==> config.mk <==
export PLATFORM = sky130hd
export DESIGN_NAME = streamer_rx_block_buffer
export DESIGN_NICKNAME = d
export VERILOG_FILES = /design/src/rtl/streamer_rx_block_buffer.sv
export SDC_FILE = /design/constraint.sdc
export NUM_CORES = 1
export LEC_CHECK = 0
export CAP_MARGIN = 20
export CORE_UTILIZATION = 45
export CTS_CLUSTER_SIZE = 20
export DETAILED_ROUTE_END_ITERATION = 8
export GPL_ROUTABILITY_DRIVEN = 0
export MAX_ROUTING_LAYER = met4
export PLACE_DENSITY = 0.74
export SLEW_MARGIN = 20
export SYNTH_ARGS = -nofsm -noshare
export SYNTH_HDL_FRONTEND = slang
export SYNTH_SLANG_ARGS = --single-unit
==> constraint.sdc <==
create_clock -name clk_sys_i -period 5.1 [get_ports clk_sys_i]
set_clock_uncertainty 0.15 [all_clocks]
set_input_delay 0.765 -clock clk_sys_i [delete_from_list [all_inputs] [get_ports clk_sys_i]]
set_output_delay 0.765 -clock clk_sys_i [all_outputs]
set_load 0.005 [all_outputs]
==> src/rtl/streamer_rx_block_buffer.sv <==
// Block-granular receive buffer between an rx streamer and a consumer.
// Words are written speculatively and become readable only once their whole block has been committed.
module streamer_rx_block_buffer #(
    parameter int g_data_width      = 64,
    parameter int g_fifo_depth      = 16,
    parameter int g_max_block_words = 8
) (
    input  logic                    clk_sys_i,
    input  logic                    rst_n_i,
    input  logic [g_data_width-1:0] rx_data_i,
    input  logic                    rx_valid_i,
    input  logic                    rx_first_p1_i,
    input  logic                    rx_last_p1_i,
    input  logic                    rx_lost_p1_i,
    output logic                    rx_dreq_o,
    output logic [g_data_width-1:0] blk_data_o,
    output logic                    blk_valid_o,
    output logic                    blk_first_o,
    output logic                    blk_last_o,
    input  logic                    blk_ready_i,
    output logic [15:0]             stat_dropped_o,
    output logic [15:0]             stat_committed_o
);

    localparam int c_aw    = $clog2(g_fifo_depth);
    localparam int c_cw    = $clog2(g_max_block_words + 1);
    localparam int c_lim   = g_fifo_depth - 2;
    localparam int c_one_i = 1;

    localparam logic [c_aw:0]   c_depth     = g_fifo_depth[c_aw:0];
    localparam logic [c_aw:0]   c_dreq_lim  = c_lim[c_aw:0];
    localparam logic [c_aw:0]   c_ptr_one   = c_one_i[c_aw:0];
    localparam logic [c_cw-1:0] c_cnt_one   = c_one_i[c_cw-1:0];
    localparam logic [c_cw-1:0] c_cnt_max   = g_max_block_words[c_cw-1:0];

    localparam logic [1:0] ST_IDLE     = 2'd0;
    localparam logic [1:0] ST_IN_BLOCK = 2'd1;
    localparam logic [1:0] ST_DISCARD  = 2'd2;

    logic [g_data_width-1:0] mem_data_r [g_fifo_depth];
    logic [g_fifo_depth-1:0] mem_first_r;
    logic [g_fifo_depth-1:0] mem_last_r;

    logic [c_aw:0]   wr_ptr_r, commit_ptr_r, rd_ptr_r;
    logic [1:0]      state_r;
    logic [c_cw-1:0] cnt_r;
    logic            dreq_r;
    logic [15:0]     dropped_r, committed_r;

    logic [c_aw:0]   wr_base_s, wr_nxt_s, commit_nxt_s, rd_nxt_s, used_nxt_s;
    logic [1:0]      state_eff_s, state_nxt_s;
    logic [c_cw-1:0] cnt_nxt_s;
    logic            we_s, drop_s, commit_s, full_s, rd_fire_s, blk_valid_s;
    logic [c_aw-1:0] rd_idx_s, wr_idx_s;

    assign rd_idx_s    = rd_ptr_r[c_aw-1:0];
    assign wr_idx_s    = wr_base_s[c_aw-1:0];
    assign blk_valid_s = (rd_ptr_r != commit_ptr_r);
    assign rd_fire_s   = blk_valid_s & blk_ready_i;
    assign rd_nxt_s    = rd_fire_s ? (rd_ptr_r + c_ptr_one) : rd_ptr_r;
    assign used_nxt_s  = wr_nxt_s - rd_nxt_s;

    // Write-side FSM: a truncated or lost block first rewinds, then the word is handled as if idle
    always_comb begin
        wr_base_s    = wr_ptr_r;
        state_eff_s  = state_r;
        drop_s       = 1'b0;
        if ((state_r == ST_IN_BLOCK) && (rx_lost_p1_i || (rx_valid_i && rx_first_p1_i))) begin
            wr_base_s   = commit_ptr_r;
            drop_s      = 1'b1;
            state_eff_s = ST_IDLE;
        end else if ((state_r == ST_DISCARD) && rx_valid_i && rx_first_p1_i) begin
            state_eff_s = ST_IDLE;
        end else begin
            state_eff_s = state_r;
        end

        full_s       = ((wr_base_s - rd_ptr_r) == c_depth);
        state_nxt_s  = state_eff_s;
        wr_nxt_s     = wr_base_s;
        commit_nxt_s = commit_ptr_r;
        cnt_nxt_s    = cnt_r;
        we_s         = 1'b0;
        commit_s     = 1'b0;

        case (state_eff_s)
            ST_IDLE: begin
                if (!rx_valid_i) begin
                    state_nxt_s = ST_IDLE;
                end else if (!rx_first_p1_i) begin
                    // stray word outside a block; a rewind in this cycle already counted the drop
                    drop_s      = 1'b1;
                    state_nxt_s = rx_last_p1_i ? ST_IDLE : ST_DISCARD;
                end else if (full_s) begin
                    wr_nxt_s    = commit_ptr_r;
                    drop_s      = 1'b1;
                    state_nxt_s = ST_DISCARD;
                end else begin
                    we_s      = 1'b1;
                    wr_nxt_s  = wr_base_s + c_ptr_one;
                    cnt_nxt_s = c_cnt_one;
                    if (rx_last_p1_i) begin
                        commit_nxt_s = wr_base_s + c_ptr_one;
                        commit_s     = 1'b1;
                        state_nxt_s  = ST_IDLE;
                    end else begin
                        state_nxt_s  = ST_IN_BLOCK;
                    end
                end
            end
            ST_IN_BLOCK: begin
                if (!rx_valid_i) begin
                    state_nxt_s = ST_IN_BLOCK;
                end else if ((cnt_r == c_cnt_max) || full_s) begin
                    wr_nxt_s    = commit_ptr_r;
                    drop_s      = 1'b1;
                    state_nxt_s = ST_DISCARD;
                end else begin
                    we_s      = 1'b1;
                    wr_nxt_s  = wr_base_s + c_ptr_one;
                    cnt_nxt_s = cnt_r + c_cnt_one;
                    if (rx_last_p1_i) begin
                        commit_nxt_s = wr_base_s + c_ptr_one;
                        commit_s     = 1'b1;
                        state_nxt_s  = ST_IDLE;
                    end else begin
                        state_nxt_s  = ST_IN_BLOCK;
                    end
                end
            end
            ST_DISCARD: begin
                if (rx_valid_i && rx_last_p1_i) begin
                    state_nxt_s = ST_IDLE;
                end else begin
                    state_nxt_s = ST_DISCARD;
                end
            end
            default: begin
                wr_nxt_s    = commit_ptr_r;
                state_nxt_s = ST_IDLE;
            end
        endcase
    end

    // Word storage; flags travel with each entry so the reader sees block boundaries
    always_ff @(posedge clk_sys_i) begin
        if (we_s) begin
            mem_data_r[wr_idx_s]  <= rx_data_i;
            mem_first_r[wr_idx_s] <= rx_first_p1_i;
            mem_last_r[wr_idx_s]  <= rx_last_p1_i;
        end
    end

    // Pointer, FSM, request and statistics state
    always_ff @(posedge clk_sys_i or negedge rst_n_i) begin
        if (!rst_n_i) begin
            wr_ptr_r     <= '0;
            commit_ptr_r <= '0;
            rd_ptr_r     <= '0;
            state_r      <= ST_IDLE;
            cnt_r        <= '0;
            dreq_r       <= 1'b0;
            dropped_r    <= 16'h0000;
            committed_r  <= 16'h0000;
        end else begin
            wr_ptr_r     <= wr_nxt_s;
            commit_ptr_r <= commit_nxt_s;
            rd_ptr_r     <= rd_nxt_s;
            state_r      <= state_nxt_s;
            cnt_r        <= cnt_nxt_s;
            // two free entries cover the word that may already be in flight
            dreq_r       <= (used_nxt_s <= c_dreq_lim);
            if (drop_s && (dropped_r != 16'hFFFF)) begin
                dropped_r <= dropped_r + 16'h0001;
            end
            if (commit_s && (committed_r != 16'hFFFF)) begin
                committed_r <= committed_r + 16'h0001;
            end
        end
    end

    assign rx_dreq_o        = dreq_r;
    assign blk_valid_o      = blk_valid_s;
    assign blk_data_o       = mem_data_r[rd_idx_s];
    assign blk_first_o      = blk_valid_s & mem_first_r[rd_idx_s];
    assign blk_last_o       = blk_valid_s & mem_last_r[rd_idx_s];
    assign stat_dropped_o   = dropped_r;
    assign stat_committed_o = committed_r;

endmodule

### Word-level counts from Yosys, hierarchy flattened

Memory sizes are Yosys's and may differ from the RTL's.
Index checks and enable logic that the tools add are counted.

* word-level logic and storage cells: 114
* RAM bits: 1024
* input port bits: 71
* output and inout bits: 100
* flip-flop bits (word level): 86
* memories: 1

* reduce and logical (&&, ||, !) cells: 13
* equality and inequality tests: 14
* add/subtract/negate cells: 7
* multiplexer cells: 62
* bitwise operators: 3
* order comparisons: 4

Memories
* mem_data_r: depth 16, width 64, rd ports 1, clocked after Yosys merged registers in 0, write ports 1, line 40 `logic [g_data_width-1:0] mem_data_r [g_fifo_depth];`

Operators by type and width (number)
* 5-bit two-way mux: 13
* 16-bit by 1-bit adder with 16-bit output, second input constant: 2
* 16-bit bitwise mux: 2
* 16-bit inequality test, second input constant: 2
* 1-bit two-way mux: 23
* 4-bit two-way mux: 5
* 2-bit two-way mux: 9
* 5-bit one-hot mux with 3 select lines: 1
* 5-bit by 1-bit adder with 5-bit output, second input constant: 2
* 4-bit by 5-bit < comparator with 1-bit output, second input constant: 2
* 2-bit inequality test, second input constant: 5
* 5-bit one-hot mux with 2 select lines: 1
* 5-bit subtractor: 2
* 1-bit binary-select mux with 4-bit select: 2
* 1-bit logical AND: 8
* 4-bit one-hot mux with 2 select lines: 1
* 1-bit one-hot mux with 2 select lines: 3
* 2-bit one-hot mux with 3 select lines: 1
* 6-bit AND reduction: 1
* 5-bit equality test, second input constant: 1
* 5-bit by 4-bit <= comparator with 1-bit output, second input constant: 1
* 5-bit inequality test: 1
* 4-bit by 1-bit adder with 4-bit output, second input constant: 1
* 1-bit demux with 4-bit select: 1
* other kinds (8): 13

### Depth between registers and ports, before layout

Gate-level depths: netlist (run 1).

* depth in word-level cells: 12
* mapped depth: 23
* gate-level depth less buffers: 22

### Worst setup path before layout (run 1)

OpenSTA, ideal clock, no wires.

* kind: input-to-reg
* start: input rx_valid_i
* end: memory mem_data_r[4][0], enable pin
* required time: 4.519 ns
* path slack: -0.547 ns
* library setup time: 0.431 ns
* path buffers: 2
* cell stages on the path: 13
* data arrival time: 5.066 ns
* cells stage by stage: buf_6 > a21oi_2 > nor2_1 > mux2_2 > ha_1 > nor2b_1 > o21a_1 > o21ai_1 > a2111oi_2 > or3_1 > clkbuf_1 > nor3_1 > and2_1

* word-level cells in the longest chain between the ends: 12
* elaborated cells on any way between the ends: 21
* those cells by class: 1 x add/sub; 2 x eq/ne; 11 x mux; 7 x reduce/logical

RTL lines
* start, declared: line 11 `input logic rx_valid_i,`
* 1-bit logical AND: line 68 `if ((state_r == ST_IN_BLOCK) && (rx_lost_p1_i || (rx_valid_i && rx_first_p1_i))) begin`
* 1-bit logical OR: line 68
* 1-bit logical AND: line 68
* 5-bit two-way mux: line 68
* 5-bit subtractor: line 78 `full_s = ((wr_base_s - rd_ptr_r) == c_depth);`
* 5-bit equality test: line 78
* 1-bit two-way mux / 1-bit logical OR (equally long branches): line 94, 114
* 1-bit two-way mux, on equally long branches: line 90, 114
* 1-bit two-way mux, on equally long branches: line 88, 112
* 1-bit one-hot mux with 2 select lines: line 86 `case (state_eff_s)`
* 1-bit two-way mux: line 147 `if (we_s) begin`
* 1-bit two-way mux (implied by the code): line 148 `mem_data_r[wr_idx_s] <= rx_data_i;`
* end, declared: line 40

Parallel ways exist; a longest one is shown, timed or not.

### Final worst setup path (run 1)

* start: register rd_ptr_r[1]
* end: output blk_data_o[22]

* word-level cells in the longest chain between the ends: 1

RTL lines
* start, declared: line 44 `logic [c_aw:0] wr_ptr_r, commit_ptr_r, rd_ptr_r;`
* start signal, assigned: line 168 `rd_ptr_r <= rd_nxt_s;`
* memory read 16 x 64 bit
* end, declared: line 16 `output logic [g_data_width-1:0] blk_data_o,`

Every way passes these cells.

==> run_results.csv, run 1 <==
group,metric,value,unit
outcome,outcome,"completed",
setup_path,rr_worst_depth,22,
synth,synthTopCellsByArea,"edfxtp_1 (74%), mux4_2 (17%), dfrtp_1 (3.1%)",
clock_tree,htree_levels,3,
global_route,antenna_found_initial,4,
synth,syn_inst,1863,
sta,holdWs,0.3403,ns
global_route,grt_max_degree,168,
synth,yosys_warnings,0,
layout,area_delta_synth_final,19.21,%
global_route,grt_pass1_wl,142700,um
setup_path,critPathArrivalTime,4.09,ns
layout,instances_no_fill,3528,
setup_path,crit_required,4.18,ns
setup_path,reg2reg_slack,0.23,ns
setup_path,worst_setup_path_start_kind,"flip-flop",
sta,fin_ws,0.09109,ns
synth,yosysMostFrequentCell,"edfxtp_1",
synth,synth.distinct_cells,63,
placed_design,placed_cells,3324,
layout,layout-drive-gt1-share,0.2946,
placed_design,hpwl,53710,um
floorplanning,fp.dieH,311.5,um
route,drt_iter0_drc,2203,
synth,synth_edf_count,1056,
clock_tree,root_buffer,"clkbuf_16",
sta,final.setup.tns,0,ns
job,drv_cap,0,
sta,slew-limit-headroom,0.3254,
synth,synth.top_cells.by_count,"edfxtp_1 (1056), mux4_2 (330), clkbuf_1 (65), dfrtp_1 (54)",
setup_path,crit_chain,"buf_16 > buf_4 > mux4_2 > mux4_2 > clkdlybuf4s50_1",
route,wl_per_cell,27.31,um
clock_tree,cts_made_buffers,107,
synth,synthArstFlopShare,0.04865,
min_path,hold_depth,1,
placed_design,numPortBuffers,170,
route,drt-pass1-iter-count,8,
clock_tree,path_clk_slew,0.06,ns
synth,synth_largest_area_cell,"edfxtp_1",
sta,slew_viol_final,0,
route,wirelength,96350,um
layout,final_util,0.5416,
placed_design,place_area,47730,um^2
sta,tightest_slew,1.012,ns
setup_path,crit_type,"reg2out",
floorplanning,core_area,94870,um^2
synth,synth_area,43100,um^2
layout,fin_area,51380,um^2
floorplanning,die_w,311.5,um
route,drc,0,
clock_tree,clockBufferDepth,3,
placed_design,pre_cts_ws,-0.6689,ns
clock_tree,clkLatencyLatePin,0.70,ns
pwr,power_density,532.3,nW/um^2
setup_path,cp_slowest_cell,"buf_4",
global_route,gr-total-overflow,0,
synth,synth_fp_nets,1952,
sta,layout_min_cycle_time,5.009,ns
route,ant_nets,0,
sta,post-route-period-util,0.9821,
floorplanning,rows,113,
setup_path,critPathMaxFanout,167,
min_path,min_to,"cnt_r[3]$_DFFE_PN0P_",
synth,ys_seq_elements,1110,
setup_path,r2r_end,"rx_dreq_o$_DFF_PN0_",
global_route,grt_pass1_vias,21660,
min_path,hp-class,"reg2reg",
synth,synth_top_area_share,0.7357,
clock_tree,cts_tree,"built",
floorplanning,start_util,0.4543,
global_route,track_usage,0.2065,
route,vias,20660,
floorplanning,ios,171,
clock_tree,clock-sinks,1110,
synth,ys_seq_area_frac,0.7671,
sta,setup_violations,0,
route,vias_per_cell,5.856,
min_path,min-delay-start,"cnt_r[3]$_DFFE_PN0P_",
layout,fin_nets,2260,
setup_path,end_kind,"primary output",
sta,timing.final.hold_violations,0,
sta,fmax,199.6,MHz
setup_path,slowest_delay,0.71,ns
setup_path,cp_common_cell,"mux4_2",
pwr,leakagePower,16.43,nW
synth,synth.avg_cell_area,23.14,um^2
floorplanning,die_area,97020,um^2
pwr,power,27.35,mW
setup_path,r2r_start,"state_r[1]$_DFF_PN0_",
synth,ys.flop_type,"edfxtp_1",
pwr,vdd_drop_max,0.0005579,V
-- flip-flops by register name, indices dropped and copies added, names as in the netlist --
| register | flops |
|---|---|
| mem_data_r | 1024 |
| mem_first_r | 16 |
| mem_last_r | 16 |
| stat_committed_o | 16 |
| stat_dropped_o | 16 |
| commit_ptr_r | 5 |
| rd_ptr_r | 5 |
| wr_ptr_r | 5 |
| cnt_r | 4 |
| state_r | 2 |
| rx_dreq_o | 1 |
-- placed cells by master, fill, tap and decap left out, types with 4 or more instances in the layout --
cell type,count
o211ai_1,7
mux2i_1,5
buf_4,53
nor3_1,12
and3_1,11
xor2_1,8
mux4_2,330
and2_4,13
ha_1,14
clkdlybuf4s50_1,166
or3_1,4
and3_4,4
and2_1,6
a31oi_1,5
xnor2_1,36
nor2_1,16
nand3_1,20
clkbuf_16,109
diode_2,6
dfrtp_1,51
nand4_1,13
a21o_1,5
bufinv_16,10
mux2_2,8
clkinv_1,14
o21ai_0,15
inv_1,21
a31o_2,4
clkbuf_1,28
nand2_1,35
a21oi_1,11
buf_12,61
clkinv_2,19
edfxtp_1,1056
clkinv_4,4
-- critical path: cells and delay by family, from the launching register on --
kind,cells,cell delay [ns]
flops,1,0.44
buf+inv,3,1.87
mux,2,0.95
-- power by group --
group / internal [mW] / switching (mW)
Clock: 4.46 / 3.31
Combinational: 4.65 / 4.02
Sequential: 10.6 / 0.305
-- final cells by class --
class	count	area, um^2
Clock inverter	56	575.6
Sequential cell	1110	33070
Timing Repair Buffer	287	3372
Tap cell	1265	1583
Fill cell	6838	43490
Clock buffer	139	2860
Inverter	23	88.84
Multi-Input combinational cell	642	9812
Antenna cell	6	15.01
-- cells by family (layout without fill, tap and decap cells) --
group / after synthesis / in the layout / share of synthesized area
and+or+nand+nor: 162 / 162 / 0.02041
AOI/OAI and AO/OA: 71 / 71 / 0.01150
DFF: 1110 / 1110 / 0.7671
other: 0 / 6 / 0
adders and majority gates: 18 / 18 / 0.005399
xor gates and xnor gates: 44 / 44 / 0.008941
muxes: 347 / 347 / 0.1766
buffers and inverters: 111 / 505 / 0.01004
-- metal layers --
layer / vias to the layer above / wire length, um / track usage
met1: 11100 / 37270 / 0.2646
met3: 169 / 6899 / 0.03241
met2: 834 / 49850 / 0.3423
met5: - / 0 / -
met4: 0 / 2332 / 0.06090
li1: 8561 / - / -
-- worst max path at each step --
| stage | startpoint | end | slack, ns |
|---|---|---|---|
| floorplan | rx_valid_i | rx_dreq_o$_DFF_PN0_ | -0.04 |
| global placement | rx_first_p1_i | rx_dreq_o$_DFF_PN0_ | -0.55 |
| detailed placement | rx_first_p1_i | rx_dreq_o$_DFF_PN0_ | -0.67 |
| CTS | rd_ptr_r[1]$_DFF_PN0_ | blk_data_o[28] | 0.02 |
| global route | state_r[1]$_DFF_PN0_ | rx_dreq_o$_DFF_PN0_ | -0.12 |
| finish | rd_ptr_r[1]$_DFF_PN0_ | blk_data_o[22] | 0.09 |
-- what timing repair did --
action                                 in CTS  in global routing
setup endpoints to repair                  11                  9
gates resized for setup                     1                 31
pin swaps                                   0                  8
hold buffers                                1                  0
endpoints found under the hold margin      31                  0
buffers inserted                            0                  2
Note: power is estimated with default switching activity, not from simulation.
==> inputs of run 2 (changes only) <==
--- a/config.mk
+++ b/config.mk
@@ -10,6 +10,7 @@
 export CTS_CLUSTER_SIZE = 20
 export DETAILED_ROUTE_END_ITERATION = 8
 export GPL_ROUTABILITY_DRIVEN = 0
+export GPL_TIMING_DRIVEN = 0
 export MAX_ROUTING_LAYER = met4
 export PLACE_DENSITY = 0.74
 export SLEW_MARGIN = 20
==> run 2 against run 1 <==
Effect of this change: core utilization down 0.57 points; sequential share of layout area up 0.67 points; critical path type unchanged; largest cell class unchanged; register-to-register slack worse by 0.14 ns.
==> run_results.csv, run 2 (synthesis gave the netlist of run 1 again) <==
group,metric,value,unit
clock_tree,cts_tree,"built",
clock_tree,htree_levels,3,
min_path,hp-class,"in2async",
global_route,met1_usage,0.2686,
layout,largest_reg_flops,1024,
clock_tree,path_clk_slew,0.06,ns
pwr,vdd_drop_max,0.0003196,V
floorplanning,fp.dieH,311.5,um
floorplanning,start_util,0.4543,
setup_path,slowest_delay,0.70,ns
layout,layout-drive-gt1-share,0.2816,
clock_tree,clkLatencyLatePin,0.65,ns
layout,final_util,0.5359,
layout,final_common_cell,"edfxtp_1",
setup_path,end_kind,"primary output",
global_route,track_usage,0.2186,
pwr,power_density,541.1,nW/um^2
sta,timing.final.hold_violations,0,
global_route,grt.busiest_layer,"met2",
setup_path,crit_type,"reg2out",
layout,seqCellArea,33060,um^2
placed_design,placed_cells,3323,
sta,fmax,199.3,MHz
global_route,use_met3,0.03880,
layout,top_register,"mem_data_r",
global_route,antenna_found_initial,16,
route,wirelength,102300,um
placed_design,hpwl,59180,um
setup_path,crit_chain,"clkbuf_4 > clkbuf_1 > clkbuf_1 > mux4_2 > mux4_2 > clkdlybuf4s50_1",
placed_design,numPortBuffers,169,
setup_path,crit_buf_inv,4,
setup_path,crit_required,4.18,ns
sta,tightest_slew,0.9940,ns
route,drt_iter0_drc,2544,
route,vias_per_cell,5.965,
global_route,gr-total-overflow,0,
clock_tree,clockBufferDepth,3,
outcome,outcome,"completed",
floorplanning,die_w,311.5,um
global_route,grt_max_degree,55,
floorplanning,ios,171,
job,drv_cap,0,
sta,final.setup.tns,0,ns
sta,post-route-period-util,0.9837,
clock_tree,root_buffer,"clkbuf_16",
route,drt-pass1-iter-count,7,
setup_path,worst_setup_path_start_kind,"flip-flop",
layout,instances_no_fill,3550,
sta,slew_viol_final,0,
layout,area_delta_synth_final,17.95,%
floorplanning,rows,113,
sta,layout_min_cycle_time,5.017,ns
layout,fin_nets,2269,
route,drc,0,
floorplanning,core_area,94870,um^2
global_route,grt_pass1_wl,149000,um
layout,multi_input_area,9843,um^2
sta,setup_violations,0,
pwr,leakagePower,16.15,nW
layout,final_cell_mix,"edfxtp_1 (1056), mux4_2 (330), clkdlybuf4s50_1 (166), clkbuf_16 (109), clkbuf_1 (62)",
route,wl_per_cell,28.82,um
sta,slew-limit-headroom,0.3373,
setup_path,critPathMaxFanout,10,
setup_path,cp_slowest_cell,"clkbuf_1",
setup_path,crit_family,"buffers and inverters",
setup_path,critPathArrivalTime,4.10,ns
setup_path,r2r_start,"state_r[1]$_DFF_PN0_",
placed_design,place_area,47040,um^2
route,ant_nets,0,
floorplanning,die_area,97020,um^2
setup_path,r2r_end,"rx_dreq_o$_DFF_PN0_",
clock_tree,cts_made_buffers,107,
route,vias,21180,
layout,fin_area,50840,um^2
global_route,grtUsageMet2,0.3687,
global_route,grt_pass1_vias,21990,
setup_path,reg2reg_slack,0.09,ns
layout,nFillCells,6854,
clock_tree,clock-sinks,1110,
setup_path,rr_worst_depth,23,
-- run 2: cell count changes in the layout (fill, tap and decap cells not counted), sizes merged --
cell,change
buf,-57
bufinv,-5
clkbuf,+63
clkdlybuf4s15,+8
clkinv,+12
diode,+10
dlygate4sd3,-1
dlymetal6s2s,-3
inv,-5
-- run 2: final cells by class --
cell class,count,area share
Buffer,86,0.009451
Clock inverter,58,0.009254
Sequential cell,1110,0.6504
Timing Repair Buffer,210,0.04740
Clock buffer,140,0.05614
Inverter,23,0.001797
Multi-Input combinational cell,642,0.1936
Tap cell,1265,0.03113
Antenna cell,16,0.0007876
-- run 2: what timing repair did --
| item | in CTS | in global routing |
|---|---|---|
| hold endpoints to repair | 0 | 0 |
| buffers inserted | 8 | 7 |
| hold buffers | 0 | 0 |
| gates resized for setup | 106 | 30 |
| pin swaps | 7 | 8 |
| endpoints found under the setup margin | 1165 | 265 |
-- run 2: how the worst max path moves through the flow --
stage | cells after the start | from | end
final | 6 | rd_ptr_r[1]$_DFF_PN0_ | blk_data_o[58]
after detailed placement | 23 | rx_first_p1_i | rx_dreq_o$_DFF_PN0_
after floorplan | 22 | rx_valid_i | rx_dreq_o$_DFF_PN0_
after global placement | 13 | rx_first_p1_i | mem_data_r[10][39]$_DFFE_PP_
after CTS | 6 | rd_ptr_r[1]$_DFF_PN0_ | blk_data_o[25]
after global routing | 20 | rd_ptr_r[2]$_DFF_PN0_ | rx_dreq_o$_DFF_PN0_
-- run 2: metrics by stage --
step           hold slack (ns)  worst slack, ns  total power, mW
4_1_cts                0.01927          0.04481            27.53
2_1_floorplan           0.2951         -0.03644            16.15
3_3_place_gp            0.3143           -2.061            19.60
3_5_place_dp            0.3284           -1.817            19.87
6_report              0.008379          0.08307            27.51
5_1_grt                0.07859         -0.08933            28.51
-- run 2: metal layers --
metal	part of all wire	wire (um)
met1	0.36	37310
met3	0.084	8544
met2	0.52	53540
met5	0	0
met4	0.029	2921
-- run 2: worst register-to-register path: stages (launching register included) --
cell,delay (ns)
dfrtp_1,0.40
nand2b_4,0.17
nor2_4,0.21
buf_12,0.15
mux2i_4,0.23
inv_2,0.09
ha_4,0.24
or3_4,0.40
nor4_2,0.31
nand3_1,0.19
a21o_1,0.27
nand3_2,0.13
nand2_1,0.06
o211ai_1,0.12
o211ai_1,0.16
a31o_2,0.33
ha_2,0.20
fa_2,0.35
nand2b_4,0.15
a21oi_2,0.12
nor2_1,0.06
xnor2_1,0.17
xnor2_1,0.15
a31oi_1,0.06
-- run 2: report_power, final --
group          leakage, nW  switching (mW)  total, mW  internal (mW)
combinational         4.33            4.53       9.13           4.60
clock                 1.62            3.31       7.50           4.20
sequential            10.2           0.266       10.9           10.6
total                 16.2            8.10       27.5           19.4
